--- src/rtl/load_store_unit.sv ---
// Load/store unit: checks, aligns and extends loads and merges sub-word stores into a
// word-wide data memory with a combinational read port and negedge write commit.
// Optional feature macro: LSU_RMW_EN enables byte/halfword stores through a
// read-modify-write sequence; without it a sub-word store raises exc code 11.

package load_store_unit_pkg;
    typedef struct packed {
        logic [31:0] addr;
        logic        wen;
        logic [31:0] wdata;
    } mem_req_t;
endpackage

module load_store_unit
    import load_store_unit_pkg::*;
#(
    parameter int unsigned MEM_DEPTH = 2048
) (
    input  logic        clock,
    input  logic        reset,
    input  logic        op_valid,
    input  logic        op_store,
    input  logic [1:0]  op_size,
    input  logic        op_signed,
    input  logic [31:0] op_addr,
    input  logic [31:0] op_wdata,
    output logic        op_ready,
    output logic        done,
    output logic [31:0] load_data,
    output logic        exc,
    output logic [1:0]  exc_code,
    output mem_req_t    mem_req,
    input  logic [31:0] mem_rdata
);

    localparam logic [31:0] AddrLimit = 32'(4 * MEM_DEPTH);

`ifdef LSU_RMW_EN
    typedef enum logic [2:0] {StIdle, StLoad, StRmwRead, StWrite, StResp} state_e;
`else
    typedef enum logic [2:0] {StIdle, StLoad, StWrite, StResp} state_e;
`endif

    state_e      state_q, state_d;
    logic [31:0] addr_q, addr_d;
    logic [1:0]  size_q, size_d;
    logic        signed_q, signed_d;
    // Holds the store data from acceptance; for sub-word stores it becomes the merged word.
    logic [31:0] merge_q, merge_d;
    logic [31:0] load_data_q, load_data_d;
    logic        done_q, done_d;
    logic        exc_q, exc_d;
    logic [1:0]  exc_code_q, exc_code_d;

    logic [1:0]  chk_code;
    logic [7:0]  ld_byte;
    logic [15:0] ld_half;
    logic [31:0] ld_ext;

    // Acceptance checks in priority order; 00 means the operation is legal.
    always_comb begin
        chk_code = 2'b00;
        if (op_size == 2'b11) begin
            chk_code = 2'b11;
        end
`ifndef LSU_RMW_EN
        else if (op_store && (op_size != 2'b10)) begin
            chk_code = 2'b11;
        end
`endif
        else if ((op_size == 2'b01 && op_addr[0]) ||
                 (op_size == 2'b10 && op_addr[1:0] != 2'b00)) begin
            chk_code = 2'b01;
        end else if (op_addr >= AddrLimit) begin
            chk_code = 2'b10;
        end
    end

    // Little-endian lane selection and sign/zero extension of the read word.
    always_comb begin
        unique case (addr_q[1:0])
            2'b00:   ld_byte = mem_rdata[7:0];
            2'b01:   ld_byte = mem_rdata[15:8];
            2'b10:   ld_byte = mem_rdata[23:16];
            default: ld_byte = mem_rdata[31:24];
        endcase
        ld_half = addr_q[1] ? mem_rdata[31:16] : mem_rdata[15:0];
        unique case (size_q)
            2'b00:   ld_ext = {{24{signed_q & ld_byte[7]}}, ld_byte};
            2'b01:   ld_ext = {{16{signed_q & ld_half[15]}}, ld_half};
            default: ld_ext = mem_rdata;
        endcase
    end

    // Next-state logic for the control FSM and all registered outputs.
    always_comb begin
        state_d     = state_q;
        addr_d      = addr_q;
        size_d      = size_q;
        signed_d    = signed_q;
        merge_d     = merge_q;
        load_data_d = load_data_q;
        done_d      = 1'b0;
        exc_d       = 1'b0;
        exc_code_d  = exc_code_q;
        unique case (state_q)
            StIdle: begin
                if (op_valid) begin
                    if (chk_code != 2'b00) begin
                        exc_d      = 1'b1;
                        exc_code_d = chk_code;
                    end else begin
                        addr_d   = op_addr;
                        size_d   = op_size;
                        signed_d = op_signed;
                        if (!op_store) begin
                            state_d = StLoad;
                        end else begin
                            merge_d = op_wdata;
`ifdef LSU_RMW_EN
                            if (op_size != 2'b10) state_d = StRmwRead;
                            else
`endif
                            state_d = StWrite;
                        end
                    end
                end
            end
            StLoad: begin
                load_data_d = ld_ext;
                state_d     = StResp;
            end
`ifdef LSU_RMW_EN
            StRmwRead: begin
                merge_d = mem_rdata;
                if (size_q == 2'b00) begin
                    unique case (addr_q[1:0])
                        2'b00:   merge_d[7:0]   = merge_q[7:0];
                        2'b01:   merge_d[15:8]  = merge_q[7:0];
                        2'b10:   merge_d[23:16] = merge_q[7:0];
                        default: merge_d[31:24] = merge_q[7:0];
                    endcase
                end else if (addr_q[1]) begin
                    merge_d[31:16] = merge_q[15:0];
                end else begin
                    merge_d[15:0] = merge_q[15:0];
                end
                state_d = StWrite;
            end
`endif
            StWrite: state_d = StResp;
            StResp: begin
                done_d  = 1'b1;
                state_d = StIdle;
            end
            default: state_d = StIdle;
        endcase
    end

    // All state, cleared asynchronously so outputs drop without a clock edge.
    always_ff @(posedge clock or negedge reset) begin
        if (!reset) begin
            state_q     <= StIdle;
            addr_q      <= '0;
            size_q      <= '0;
            signed_q    <= 1'b0;
            merge_q     <= '0;
            load_data_q <= '0;
            done_q      <= 1'b0;
            exc_q       <= 1'b0;
            exc_code_q  <= '0;
        end else begin
            state_q     <= state_d;
            addr_q      <= addr_d;
            size_q      <= size_d;
            signed_q    <= signed_d;
            merge_q     <= merge_d;
            load_data_q <= load_data_d;
            done_q      <= done_d;
            exc_q       <= exc_d;
            exc_code_q  <= exc_code_d;
        end
    end

    // Memory request decoded purely from registered state; wen only in WRITE.
    always_comb begin
        mem_req = '0;
        if (state_q != StIdle && state_q != StResp) begin
            mem_req.addr = {addr_q[31:2], 2'b00};
        end
        if (state_q == StWrite) begin
            mem_req.wen   = 1'b1;
            mem_req.wdata = merge_q;
        end
    end

    assign op_ready  = (state_q == StIdle);
    assign done      = done_q;
    assign load_data = load_data_q;
    assign exc       = exc_q;
    assign exc_code  = exc_code_q;

endmodule

--- config.mk ---
export PLATFORM = sky130hd
export DESIGN_NAME = load_store_unit
export DESIGN_NICKNAME = d
export VERILOG_FILES = /design/src/rtl/load_store_unit.sv
export SDC_FILE = /design/constraint.sdc
export NUM_CORES = 1
export LEC_CHECK = 0
export ABC_AREA = 1
export CAP_MARGIN = 0
export CORE_ASPECT_RATIO = 0.7
export CORE_UTILIZATION = 48
export DETAILED_ROUTE_END_ITERATION = 10
export GPL_ROUTABILITY_DRIVEN = 0
export PLACE_DENSITY = 0.93
export SKIP_LAST_GASP = 1
export SLEW_MARGIN = 20
export SYNTH_ARGS = -nofsm -noshare
export SYNTH_HDL_FRONTEND = slang
export SYNTH_SLANG_ARGS = --single-unit
--- constraint.sdc ---
create_clock -name clock -period 2.4 [get_ports clock]
set_input_delay 0.6 -clock clock [delete_from_list [all_inputs] [get_ports clock]]
set_output_delay 0.6 -clock clock [all_outputs]
set_load 0.02 [all_outputs]
==> run_results.csv <==
group,metric,value,unit
global_route,antenna_found_initial,0,
flow_run,maxCapViolCount,0,
finish,fin_area,7764,um2
global_route,grt_usage,0.2706,
pwr,internal-power,4.024,mW
synthesis,avgSynthCellArea,7.395,um2
detailed_routing,initialDrtViolationCount,551,
floorplan,io_pins,205,
worst_setup_path,crit_required,1.80,ns
placement,dp_cells,1065,
synthesis,ys.flop_type,"dfrtp_1",
global_route,grt_pass1_vias,5129,
synthesis,ys_types,30,
worst_setup_path,cp_max_fo,33,
pwr,clkPwrFrac,0.219,
timing,fmax,0.4309,GHz
pwr,p_leak,4.556,nW
placement,hpwl,11090,um
finish,num-nets-final,1032,
timing,setup_violations,0,
pwr,switchingPower,2.384,mW
floorplan,rows,32,
finish,diodes,0,
worst_setup_path,start_kind,"flop",
clock_network,clockBufferDepth,2,
worst_setup_path,worstPathArrival,1.72,ns
synthesis,yosysWarnings,0,
finish,final_cell_count_no_fill,1083,
detailed_routing,wl,15400,um
synthesis,synthArstFlopShare,1.000,
worst_hold_path,hp-class,"primary input to asynchronous set/reset pin",
clock_network,cts_root_buf,"clkbuf_16",
synthesis,synth.yosys.seq_area_share,0.4834,
synthesis,synth_edf_count,0,
placement,place.port_buffers,202,
floorplan,die_area,11760,um2
detailed_routing,antenna_left,0,
floorplan,fp.dieW,129.2,um
timing,worstMarginPinSlew,0.6534,ns
worst_setup_path,crit_type,"flop to output pin",
timing,hold_viol_final,0,
timing,fin_crit_sh,0.9669,
finish,syn_to_final_growth,42.84,%
clock_network,cts_tree,"built",
detailed_routing,num_vias,5509,
synthesis,syn_area,5435,um2
pwr,p_comb_frac,0.426,
global_route,grt_max_degree,106,
global_route,grt_pass1_wl,25000,um
detailed_routing,wire_per_inst,14.22,um
clock_network,cts-buffers-inserted,9,
pwr,power_density,825.4,nW/um2
timing,hold_ws,0.2332,ns
global_route,grt_overflow_total,0,
placement,place_area,7656,um2
floorplan,die_y,91.03,um
timing,min_period,2.321,ns
status,outcome,"complete, no violations",
pwr,power_frac_seq,0.355,
floorplan,core_area,11010,um2
worst_setup_path,endpoint_kind,"output pin",
placement,pre_cts_slack,0.02587,ns
pwr,switching_share,0.3720,
floorplan,start_util,0.4936,
timing,maxSlewViolCount,0,
timing,fin_worst_skew,0.008151,ns
pwr,peakVddDrop,0.5707,mV
clock_network,numClockSinks,105,
detailed_routing,remaining_drc_errors,0,
timing,fin_ws,0.07944,ns
clock_network,clkTransAtPathRegs,0.08,ns
clock_network,cts_hold_buf,0,
finish,post-route-util,0.7051,
clock_network,h-tree-depth,3,
detailed_routing,first_pass_iters,6,
clock_network,clk_latency,0.34,ns
synthesis,netlist_instances,735,
synthesis,ys_ff_latch,105,
timing,relSlewSlack,0.5644,
finish,layout-drive-gt1-share,0.09355,
detailed_routing,viasPerCell,5.087,
[flip-flops by register name, indices dropped and copies added, names as in the netlist]
signal     cells
addr_q        32
load_data     32
merge_q       32
exc_code       2
size_q         2
state_q        2
done           1
exc            1
signed_q       1
[kinds of logic (layout without fill, tap and decap cells)]
kind of cell / after synthesis / after routing / share of synthesized area
other cells: 1 / 2 / 0.0006899
fa+ha+maj: 4 / 4 / 0.009208
buf+inv: 170 / 364 / 0.1280
flops: 105 / 105 / 0.4834
compound gates: 81 / 81 / 0.08264
simple gates: 374 / 374 / 0.2960
[final timing paths]
| path | startpoint | endpoint | slack (ns) | cells past startpoint |
|---|---|---|---|---|
| max | state_q[1] | mem_req[2] | 0.08 | 6 |
| min in group clock | addr_q[27] | addr_q[27] | 0.47 | 2 |
| max reg2reg | state_q[1] | merge_q[7] | 0.57 | 9 |
| min reg2reg | addr_q[27] | addr_q[27] | 0.47 | 2 |
| max in group asynchronous | reset | load_data[16] | 1.60 | 2 |
| min | reset | merge_q[3] | 0.23 | 2 |
[area by class of cell]
class	count	area [um2]
fillers	904	3247
flip-flops and latches	105	2628
multi-input cells	461	2116
repair buffers	223	2078
inverters	125	471.7
clock buffers	10	229.0
well taps	153	191.4
clock inverters	6	50.05
[repair_timing]
action | CTS | global route
endpoints found under the setup margin | 63 | 31
buffers inserted | 0 | 2
gates resized for setup | 88 | 34
pin swaps | 0 | 0
[cells in the final DEF, fill, tap and decap left out, types with 3 or more instances in the layout]
cell and count:
clkbuf_2 29, clkbuf_16 9, clkdlybuf4s50_1 138, buf_4 15, or2_2 7, nand3_2 4, o21ai_0 35, o21ai_1 5
buf_12 7, ha_1 4, nand3_1 43, dlygate4sd2_1 33, inv_1 121, nor2_1 46, a21oi_1 29, o221ai_1 6
nand4_1 33, nand2_1 237, dfrtp_1 105, inv_2 3
[Yosys cell counts (2+ instances only)]
library cell	instances	area (um2)
nand2_1	237	889.6
inv_1	121	454.2
dfrtp_1	105	2628
nor2_1	46	172.7
nand3_1	43	215.2
o21ai_0	35	175.2
nand4_1	33	206.5
a21oi_1	29	145.1
buf_2	20	100.1
clkbuf_1	19	71.32
or2_2	7	43.79
o221ai_1	6	52.55
o21ai_1	5	25.02
ha_1	4	50.05
nand3_2	4	40.04
buf_6	3	33.78
inv_2	3	11.26
buf_4	2	15.01
nor2_2	2	12.51
[stage by stage]
stage	total power, mW	TNS (ns)
floorplan	3.727	0
global placement	4.950	0
detailed placement	5.017	0
CTS	6.407	-0.03064
global route	6.766	-0.06132
finish	6.408	0
[worst max-delay path, stage by stage, from the launching register on]
cell,delay [ns]
dfrtp_1,0.41
buf_4,0.14
ha_1,0.20
buf_12,0.17
nand2_1,0.09
inv_1,0.04
dlygate4sd2_1,0.31
[metal layers]
| metal | track usage | vias up | part of all wire |
|---|---|---|---|
| met5 | 0 | - | 0 |
| met4 | 0.09020 | 0 | 0.020 |
| met3 | 0.06423 | 29 | 0.094 |
| met2 | 0.4288 | 278 | 0.46 |
| met1 | 0.3637 | 2551 | 0.43 |
| li1 | - | 2651 | - |
[power by group through the flow]
stage,Sequential (mW),Clock [mW],Combinational (mW)
2_1_floorplan,2.66,0,1.07
3_3_place_gp,2.30,0,2.65
3_5_place_dp,2.31,0,2.70
4_1_cts,2.28,1.42,2.71
5_1_grt,2.32,1.49,2.96
6_report,2.28,1.40,2.73
Note: power is estimated with default switching activity, not from simulation.
